`src/rtl/adc_scan_sequencer_if.sv`:
```
// ---------------------------------------------------------------------------
// adc_scan_sequencer_if
//
// Bundles the control, converter and result signals of the ADC scan
// sequencer. The sequencer connects through the slave modport. A controller
// or testbench driving the sequencer uses the master modport.
//
// Parameters
//   NUM_CH  channels per scan; sets the width of the channel fields
//   DATA_W  converter result width
//
// Signals (directions as seen by the sequencer)
//   en_in        in   block enable; low aborts to IDLE
//   start_in     in   scan start request, honoured in IDLE only
//   free_in      in   restart a scan automatically after the last channel
//   eoc_in       in   converter end-of-conversion
//   data_in      in   converter result, valid while eoc_in is high
//   ready_in     in   downstream accepts the held result
//   ch_sel_out   out  analog mux channel select
//   conv_en_out  out  converter enable/track
//   soc_out      out  start-of-conversion pulse
//   data_out     out  captured result
//   ch_out       out  channel tag of data_out
//   valid_out    out  result valid
//   int_out      out  scan-complete pulse
//   overrun_out  out  sticky: an unread result was overwritten
//   timeout_out  out  sticky: the converter never answered
//   state_out    out  current sequencer state
// ---------------------------------------------------------------------------
interface adc_scan_sequencer_if #(
   parameter int NUM_CH = 4,
   parameter int DATA_W = 12
);
   localparam int CH_W = (NUM_CH > 1) ? $clog2(NUM_CH) : 1;

   logic              en_in;
   logic              start_in;
   logic              free_in;
   logic              eoc_in;
   logic [DATA_W-1:0] data_in;
   logic              ready_in;
   logic [CH_W-1:0]   ch_sel_out;
   logic              conv_en_out;
   logic              soc_out;
   logic [DATA_W-1:0] data_out;
   logic [CH_W-1:0]   ch_out;
   logic              valid_out;
   logic              int_out;
   logic              overrun_out;
   logic              timeout_out;
   logic [2:0]        state_out;

   // Sequencer side
   modport slave (
      input  en_in, start_in, free_in, eoc_in, data_in, ready_in,
      output ch_sel_out, conv_en_out, soc_out, data_out, ch_out,
             valid_out, int_out, overrun_out, timeout_out, state_out
   );

   // Controller side
   modport master (
      output en_in, start_in, free_in, eoc_in, data_in, ready_in,
      input  ch_sel_out, conv_en_out, soc_out, data_out, ch_out,
             valid_out, int_out, overrun_out, timeout_out, state_out
   );
endinterface

```
`src/rtl/adc_scan_sequencer.sv`:
```
// ---------------------------------------------------------------------------
// adc_scan_sequencer
//
// Scans NUM_CH analog channels in order. Each channel gets a mux select,
// an acquisition window of CAP_CYCLES cycles, a one-cycle start-of-conversion
// pulse, a bounded wait for end-of-conversion, and a one-cycle result store.
// Results leave through a valid/ready holding register. A scan-complete
// pulse follows the last channel. Scans run single-shot or free-running.
//
// Parameters
//   NUM_CH       channels per scan (2..16)
//   DATA_W       converter result width
//   CAP_CYCLES   acquisition cycles per channel before SOC (>= 1)
//   EOC_TIMEOUT  WAIT_EOC cycles without eoc before the scan is abandoned (>= 1)
//
// Ports
//   clk_in  single clock domain
//   rst_in  asynchronous, active-high reset
//   bus     adc_scan_sequencer_if.slave: control inputs, converter handshake,
//           result register and status outputs
//
// Every output is a register or a decode of the state register, so no
// combinational path exists from an input to an output.
// ---------------------------------------------------------------------------
module adc_scan_sequencer #(
   parameter int NUM_CH      = 4,
   parameter int DATA_W      = 12,
   parameter int CAP_CYCLES  = 4,
   parameter int EOC_TIMEOUT = 64
) (
   input  logic                  clk_in,
   input  logic                  rst_in,
   adc_scan_sequencer_if.slave   bus
);

   localparam int CH_W  = (NUM_CH > 1) ? $clog2(NUM_CH) : 1;
   localparam int ACQ_W = $clog2(CAP_CYCLES + 1);
   localparam int TO_W  = $clog2(EOC_TIMEOUT + 1);

   localparam logic [CH_W-1:0]  LAST_CH  = CH_W'(NUM_CH - 1);
   localparam logic [ACQ_W-1:0] ACQ_LAST = ACQ_W'(CAP_CYCLES - 1);
   localparam logic [TO_W-1:0]  TO_LAST  = TO_W'(EOC_TIMEOUT - 1);

   typedef enum logic [2:0] {
      ST_IDLE     = 3'd0,
      ST_ACQ      = 3'd1,
      ST_SOC      = 3'd2,
      ST_WAIT_EOC = 3'd3,
      ST_STORE    = 3'd4
   } state_e;

   state_e            state;
   state_e            state_nxt;

   logic [CH_W-1:0]   ch_idx;
   logic [ACQ_W-1:0]  acq_cnt;
   logic [TO_W-1:0]   to_cnt;

   logic [DATA_W-1:0] data_q;
   logic [CH_W-1:0]   ch_q;
   logic              valid_q;
   logic              int_q;
   logic              overrun_q;
   logic              timeout_q;

   // Decoded events for the current cycle, produced alongside the next state
   logic              start_scan;
   logic              load_result;
   logic              eoc_abort;
   logic              scan_done;

   // State register
   always_ff @(posedge clk_in or posedge rst_in) begin
      if (rst_in) begin
         state <= ST_IDLE;
      end else begin
         state <= state_nxt;
      end
   end

   // Next-state logic. Dropping en_in overrides everything, including a
   // pending eoc or the final STORE, so an aborted scan never produces a
   // result or a scan-complete pulse.
   always_comb begin
      state_nxt   = ST_IDLE;
      start_scan  = 1'b0;
      load_result = 1'b0;
      eoc_abort   = 1'b0;
      scan_done   = 1'b0;
      if (bus.en_in) begin
         case (state)
            ST_IDLE: begin
               if (bus.start_in) begin
                  state_nxt  = ST_ACQ;
                  start_scan = 1'b1;
               end else begin
                  state_nxt = ST_IDLE;
               end
            end
            ST_ACQ: begin
               state_nxt = (acq_cnt == ACQ_LAST) ? ST_SOC : ST_ACQ;
            end
            ST_SOC: begin
               state_nxt = ST_WAIT_EOC;
            end
            ST_WAIT_EOC: begin
               if (bus.eoc_in) begin
                  state_nxt   = ST_STORE;
                  load_result = 1'b1;
               end else if (to_cnt == TO_LAST) begin
                  state_nxt = ST_IDLE;
                  eoc_abort = 1'b1;
               end else begin
                  state_nxt = ST_WAIT_EOC;
               end
            end
            ST_STORE: begin
               if (ch_idx == LAST_CH) begin
                  scan_done = 1'b1;
                  state_nxt = bus.free_in ? ST_ACQ : ST_IDLE;
               end else begin
                  state_nxt = ST_ACQ;
               end
            end
            default: begin
               state_nxt = ST_IDLE;
            end
         endcase
      end
   end

   // Channel index and the two dwell counters. Each counter only runs while
   // its state is being held and is otherwise parked at zero, so every
   // acquisition window and every EOC wait starts counting from zero.
   always_ff @(posedge clk_in or posedge rst_in) begin
      if (rst_in) begin
         ch_idx  <= '0;
         acq_cnt <= '0;
         to_cnt  <= '0;
      end else begin
         if (state == ST_ACQ && state_nxt == ST_ACQ) begin
            acq_cnt <= acq_cnt + ACQ_W'(1);
         end else begin
            acq_cnt <= '0;
         end

         if (state == ST_WAIT_EOC && state_nxt == ST_WAIT_EOC) begin
            to_cnt <= to_cnt + TO_W'(1);
         end else begin
            to_cnt <= '0;
         end

         if (!bus.en_in || start_scan) begin
            ch_idx <= '0;
         end else if (state == ST_STORE) begin
            ch_idx <= (ch_idx == LAST_CH) ? '0 : ch_idx + CH_W'(1);
         end
      end
   end

   // Result holding register. A fresh load takes priority over a transfer
   // in the same cycle, so valid stays high and the new word is kept. Only
   // a load over a word that nobody is taking counts as an overrun.
   always_ff @(posedge clk_in or posedge rst_in) begin
      if (rst_in) begin
         data_q    <= '0;
         ch_q      <= '0;
         valid_q   <= 1'b0;
         overrun_q <= 1'b0;
      end else begin
         if (load_result) begin
            data_q  <= bus.data_in;
            ch_q    <= ch_idx;
            valid_q <= 1'b1;
            if (valid_q && !bus.ready_in) begin
               overrun_q <= 1'b1;
            end
         end else if (valid_q && bus.ready_in) begin
            valid_q <= 1'b0;
         end

         if (start_scan) begin
            overrun_q <= 1'b0;
         end
      end
   end

   // Scan-complete pulse and the sticky timeout flag. The timeout flag is
   // cleared by the edge that launches the next scan.
   always_ff @(posedge clk_in or posedge rst_in) begin
      if (rst_in) begin
         int_q     <= 1'b0;
         timeout_q <= 1'b0;
      end else begin
         int_q <= scan_done;
         if (start_scan) begin
            timeout_q <= 1'b0;
         end else if (eoc_abort) begin
            timeout_q <= 1'b1;
         end
      end
   end

   // Converter controls are pure decodes of the state register
   assign bus.ch_sel_out  = ch_idx;
   assign bus.conv_en_out = (state == ST_ACQ) || (state == ST_SOC) ||
                            (state == ST_WAIT_EOC);
   assign bus.soc_out     = (state == ST_SOC);
   assign bus.state_out   = state;

   assign bus.data_out    = data_q;
   assign bus.ch_out      = ch_q;
   assign bus.valid_out   = valid_q;
   assign bus.int_out     = int_q;
   assign bus.overrun_out = overrun_q;
   assign bus.timeout_out = timeout_q;

endmodule

```
`src/flat_wrapper.sv`:
```
// flat-port wrapper written by rule: the top's interface ports become plain ports
module adc_scan_sequencer_flat 
#(
   parameter int NUM_CH      = 4,
   parameter int DATA_W      = 12,
   parameter int CAP_CYCLES  = 4,
   parameter int EOC_TIMEOUT = 64
)
  (clk_in, rst_in, bus_en_in, bus_start_in, bus_free_in, bus_eoc_in, bus_data_in, bus_ready_in, bus_ch_sel_out, bus_conv_en_out, bus_soc_out, bus_data_out, bus_ch_out, bus_valid_out, bus_int_out, bus_overrun_out, bus_timeout_out, bus_state_out);
  adc_scan_sequencer_if #(.NUM_CH(NUM_CH), .DATA_W(DATA_W)) bus_i ();
  input  logic clk_in;
  input  logic rst_in;
  input wire logic [$bits(bus_i.en_in)-1:0] bus_en_in;
  input wire logic [$bits(bus_i.start_in)-1:0] bus_start_in;
  input wire logic [$bits(bus_i.free_in)-1:0] bus_free_in;
  input wire logic [$bits(bus_i.eoc_in)-1:0] bus_eoc_in;
  input wire logic [$bits(bus_i.data_in)-1:0] bus_data_in;
  input wire logic [$bits(bus_i.ready_in)-1:0] bus_ready_in;
  output wire logic [$bits(bus_i.ch_sel_out)-1:0] bus_ch_sel_out;
  output wire logic [$bits(bus_i.conv_en_out)-1:0] bus_conv_en_out;
  output wire logic [$bits(bus_i.soc_out)-1:0] bus_soc_out;
  output wire logic [$bits(bus_i.data_out)-1:0] bus_data_out;
  output wire logic [$bits(bus_i.ch_out)-1:0] bus_ch_out;
  output wire logic [$bits(bus_i.valid_out)-1:0] bus_valid_out;
  output wire logic [$bits(bus_i.int_out)-1:0] bus_int_out;
  output wire logic [$bits(bus_i.overrun_out)-1:0] bus_overrun_out;
  output wire logic [$bits(bus_i.timeout_out)-1:0] bus_timeout_out;
  output wire logic [$bits(bus_i.state_out)-1:0] bus_state_out;
  assign bus_i.en_in = bus_en_in;
  assign bus_i.start_in = bus_start_in;
  assign bus_i.free_in = bus_free_in;
  assign bus_i.eoc_in = bus_eoc_in;
  assign bus_i.data_in = bus_data_in;
  assign bus_i.ready_in = bus_ready_in;
  assign bus_ch_sel_out = bus_i.ch_sel_out;
  assign bus_conv_en_out = bus_i.conv_en_out;
  assign bus_soc_out = bus_i.soc_out;
  assign bus_data_out = bus_i.data_out;
  assign bus_ch_out = bus_i.ch_out;
  assign bus_valid_out = bus_i.valid_out;
  assign bus_int_out = bus_i.int_out;
  assign bus_overrun_out = bus_i.overrun_out;
  assign bus_timeout_out = bus_i.timeout_out;
  assign bus_state_out = bus_i.state_out;
  adc_scan_sequencer #(.NUM_CH(NUM_CH), .DATA_W(DATA_W), .CAP_CYCLES(CAP_CYCLES), .EOC_TIMEOUT(EOC_TIMEOUT)) u_core (.clk_in(clk_in), .rst_in(rst_in), .bus(bus_i));
endmodule
```
`config.mk`:
```
export PLATFORM = sky130hd
export DESIGN_NAME = adc_scan_sequencer_flat
export DESIGN_NICKNAME = d
export VERILOG_FILES = /design/src/rtl/adc_scan_sequencer_if.sv /design/src/rtl/adc_scan_sequencer.sv /design/src/flat_wrapper.sv
export SDC_FILE = /design/constraint.sdc
export NUM_CORES = 1
export LEC_CHECK = 0
export CAP_MARGIN = 15
export CORE_MARGIN = 1.5
export CORE_UTILIZATION = 35
export DETAILED_ROUTE_END_ITERATION = 8
export PLACE_DENSITY = 0.62
export SLEW_MARGIN = 20
export SYNTH_ARGS = -nofsm -noshare
export SYNTH_HDL_FRONTEND = slang
export SYNTH_SLANG_ARGS = --single-unit
```
`constraint.sdc`:
```
create_clock -name clk_in -period 3.4 [get_ports clk_in]
set_input_delay 0.68 -clock clk_in [delete_from_list [all_inputs] [get_ports clk_in]]
set_output_delay 0.68 -clock clk_in [all_outputs]
set_load 0.03 [all_outputs]
```
# After elaboration in Yosys (flattened, before gate mapping)
# Index checks and enable logic that the tools add are counted.
[word_totals]
reg_bits = 33
inputBits = 19
output_inout_bits = 25
word_cells = 71
[op_classes]
addsub = 3
n_eq_ne = 9
mux = 33
reduce_logical = 16
[ops]
columns = ["op", "n"]
rows = [
  ["$mux W1", 22],
  ["$pmux W3 S5", 1],
  ["$eq A3 B2 Y1 const B", 4],
  ["$mux W3", 4],
  ["$mux W2", 5],
  ["$reduce_bool A2 Y1", 5],
  ["$add A7 B1 Y7 const B", 1],
  ["$eq A7 B6 Y1 const B", 1],
  ["$mux W7", 1],
  ["$eq A3 B1 Y1 const B", 2],
  ["$logic_and A1 B1 Y1", 4],
  ["$add A3 B1 Y3 const B", 1],
  ["$eq A3 B3 Y1 const B", 1],
  ["$logic_not A3 Y1", 1],
  ["$logic_or A1 B1 Y1", 3],
  ["$add A2 B1 Y2 const B", 1],
  ["$eq A2 B2 Y1 const B", 1],
  ["$logic_not A1 Y1", 2],
  ["$reduce_and A2 Y1", 1],
]

# Logic depth before layout (Yosys ltp)
[logic_depth]
depth_word = 8
ltp_mapped = 6
mapped_depth_nobuf = 5

# Worst setup path before layout
# OpenSTA, ideal clock, no wires.
[synth_path]
path_kind = "flip-flop to output port"
startpoint = "reg u_core.state[2], in the netlist u_core.bus.state_out[2]"
endpoint = "out bus_soc_out"
t_arrival_ns = 1.588
required_time_ns = 2.720
slack_ns = 1.132
stages_incl_launch_ff = 3
path_buffers = 1
cell_sequence = "dfrtp_1 -> clkbuf_1 -> nor3b_1"
[synth_between]
elab_chain_len = 1
[synth_lines]
columns = ["item", "line", "rtl"]
rows = [
  ["start, declared", "adc_scan_sequencer.sv:52", "state_e state;"],
  ["start signal, assigned", "adc_scan_sequencer.sv:77", "state <= state_nxt;"],
  ["$eq A3 B2 Y1", "adc_scan_sequencer.sv:208", "assign bus.soc_out = (state == ST_SOC);"],
  ["end, declared", "flat_wrapper.sv:21", "output wire logic [$bits(bus_i.soc_out)-1:0] bus_soc_out;"],
]
# No other way between the ends.

# Worst setup path after layout
# Same ends and word-level chain as after synthesis.

==> impl_metrics.ini <==
[placement]
gpl.final_weighted_congestion = 0.731
dpl.cell_count = 208
port_buffers = 43
dp.final_hpwl_mm = 2.10
dpl-instance-area_um2 = 1930

[global_routing]
gr-usage-all-layers_pct = 15.2
grt_pass1_vias = 1051
grt_antenna_before_repair = 0
globalRoute.totalOverflow = 0
pin_count_of_the_biggest_net_entering_global_routing = 34
grt_pass1_wl_mm = 5.00

[cts]
post-cts-setup-buffer-count = 0
cts.path.max_buffers = 2
htreeDepth = 2
tritoncts = yes
cts-resized-gates = 0
insertion_delay_ns = 0.29
cts.sink_count = 33
postCtsHoldBufs = 0
clkSlewWorstSetupHoldPaths_ns = 0.07
ctsRootBufferMaster = clkbuf_8
cts_inserted_buffers = 5

[routing]
drt-wirelength-per-cell_um = 13.8
total_number_of_vias = 1039
drt_first_iter_violations = 50
drt_first_pass_iters = 4
route.antenna.remaining_nets = 0
finalWirelength_mm = 2.99
drt_drc_violations_left = 0
vias_per_cell = 4.81

[synthesis]
ys_top_cells_by_area = dfrtp_1, mux2_4, mux2_2, ha_1, nor2_1
synth_area_leader_cell = dfrtp_1
synth_area_per_cell_um2 = 12.4
post-synth-top-area-fraction_pct = 56.0
synth_cell_type_count = 33
synth_area_um2 = 1480
synth_cells = 119
synth.net_count = 142
ys_ff_latch = 33
synth-warning-count = 0
synth_seq_area_share_pct = 56.0

[worst_setup_path]
critPathArrivalTime_ns = 1.95
startpoint_type = register
crit_fanout = 14
endpoint_kind = output port
criticalPathCategory = reg2out
worst_ep_required_time_ns = 2.72
r2r_slack_ns = 1.68

[layout]
layout.filler_cells = 374
final_layout_size_suffix_gt1_share_pct = 12.7
postLayoutCoreUtil_pct = 50.0
post_layout_inst_area_um2 = 2010
layout-area-overhead-vs-synth_pct = 36.6
antenna_cells = 0
nNetsFinal = 188
fin_cells = 216

[pwr]
power.density_cell_area_nw_per_um2 = 363
power.ir.vdd_worst_mv = 0.185
power_leakage_nw = 0.939

[flow_run]
cap_viol_max_count = 0

[sta]
setup-violations-final = 0
min_period_ns = 2.63
hold_ws_ns = 0.451
max_slew.worst_pin.slew_ns = 0.430
slew_headroom_pct = 71.2
finalClockSkew_ns = 0.0104
totalNegativeSetupSlack_ns = 0
grt_setup_unrepaired = no
slew_viol_final = 0
layout_worst_path_cycle_share_pct = 77.4
finalHoldViolCount = 0
fmax_mhz = 380

[floorplanning]
design.core.area_um2 = 4030
floorplan.initialDensity_pct = 36.6
floorplan_die_area_um2 = 4610
die_w_um = 67.9
die_height_um = 67.9
cell_row_count = 23
io_pins = 44

[run_status]
outcome = completed

[min_path]
type_of_the_worst_min_delay_path = reg2reg
final timing paths:
kind / start / end / depth (start not counted)
max reg2reg: u_core.bus.state_out[2]$_DFF_PP0_ / u_core.bus.data_out[5]$_DFFE_PP0P_ / 3
max: u_core.bus.state_out[2]$_DFF_PP0_ / bus_soc_out / 2
min reg2reg: u_core.acq_cnt[0]$_DFF_PP0_ / u_core.acq_cnt[0]$_DFF_PP0_ / 1
min in group asynchronous: rst_in / u_core.bus.ch_sel_out[0]$_DFFE_PP0P_ / 3
min: u_core.acq_cnt[0]$_DFF_PP0_ / u_core.acq_cnt[0]$_DFF_PP0_ / 1
max in group asynchronous: rst_in / u_core.bus.data_out[4]$_DFFE_PP0P_ / 3
routing by layer:
metal  global-route usage (%)  part of all wire [%]
met1                     20.3                    47
met2                     21.2                    43
met3                     7.57                   8.1
met4                     5.25                   1.6
met5                        0                     0
sequential cells by signal, summed over array words and instances (netlist names):
| signal | count |
|---|---|
| u_core.bus.ch_out | 2 |
| u_core.bus.data_out | 12 |
| u_core.bus.overrun_out | 1 |
| u_core.bus.ch_sel_out | 2 |
| u_core.to_cnt | 7 |
| u_core.bus.timeout_out | 1 |
| u_core.acq_cnt | 3 |
| u_core.bus.int_out | 1 |
| u_core.bus.valid_out | 1 |
| u_core.bus.state_out | 3 |
final cells by class:
type / instances / area, µm² / area share, %
Tap cell: 50 / 62.6 / 3.11
Inverter: 7 / 26.3 / 1.30
Multi-Input combinational cell: 74 / 582 / 28.9
Clock buffer: 8 / 80.1 / 3.98
Timing Repair Buffer: 44 / 438 / 21.7
Sequential cell: 33 / 826 / 41.0
per-stage QoR:
stage / setup WS, ns / total power [mW]
4_1_cts: 0.770 / 0.740
6_report: 0.770 / 0.732
3_3_place_gp: 1.10 / 0.457
5_1_grt: 0.637 / 0.761
2_1_floorplan: 1.13 / 0.426
3_5_place_dp: 1.07 / 0.458
where the power goes:
| part | internal, mW | total [mW] | leakage (nW) | switching (mW) |
|---|---|---|---|---|
| Clock | 0.145 | 0.282 | 0.0395 | 0.137 |
| Sequential | 0.395 | 0.398 | 0.460 | 0.00354 |
| Combinational | 0.0275 | 0.0517 | 0.440 | 0.0242 |
logic make-up after synthesis:
| logic type | synth area share (%) |
|---|---|
| buffers and inverters | 4.58 |
| and+or+nand+nor | 12.7 |
| AOI/OAI and AO/OA | 8.57 |
| muxes | 13.0 |
| adders and majority gates | 3.39 |
| xor gates and xnor gates | 1.78 |
| DFF | 56.0 |
cell usage after synthesis:
cell type,count
a21boi_0,2
clkbuf_1,1
nor2_1,12
xor2_1,2
a21oi_1,4
o221ai_1,1
o21ai_0,3
nand3b_1,1
inv_1,7
nand4b_1,1
o2111a_1,1
mux2_2,5
nor4b_1,1
xnor2_1,1
buf_4,2
nor2b_1,2
nor4bb_1,1
and4_1,1
nand2_1,5
ha_1,4
o31ai_1,2
or3_1,1
o21a_1,1
nor3b_1,2
a21o_1,1
nand2_4,1
dfrtp_1,33
nand3_1,5
a31oi_1,3
buf_6,2
and4b_1,1
o211ai_1,1
mux2_4,9
placed cells by master (no fill, tap or decap):
| cell type | instances |
|---|---|
| clkdlybuf4s50_1 | 43 |
| dfrtp_1 | 33 |
| nor2_1 | 12 |
| mux2_4 | 9 |
| inv_1 | 7 |
| nand3_1 | 5 |
| nand2_1 | 5 |
| mux2_2 | 5 |
| clkbuf_8 | 5 |
| a21oi_1 | 4 |
| ha_1 | 4 |
| a31oi_1 | 3 |
| o21ai_0 | 3 |
| clkbuf_1 | 3 |
| nor2b_1 | 2 |
| nor3b_1 | 2 |
| xor2_1 | 2 |
| o31ai_1 | 2 |
| a21boi_0 | 2 |
| nand3b_1 | 1 |
| and4b_1 | 1 |
| nor4b_1 | 1 |
| o21a_1 | 1 |
| nand2_4 | 1 |
| a21o_1 | 1 |
| nor4bb_1 | 1 |
| o221ai_1 | 1 |
| or3_1 | 1 |
| o211ai_1 | 1 |
| xnor2_1 | 1 |
| nand4b_1 | 1 |
| o2111a_1 | 1 |
| and4_1 | 1 |
| buf_4 | 1 |
critical path, cell delays in order, from the launching register on:
cell             delay [ns]
dfrtp_1                0.54
nor3b_1                0.39
clkdlybuf4s50_1        0.74
Note: power is estimated with default switching activity, not from simulation.
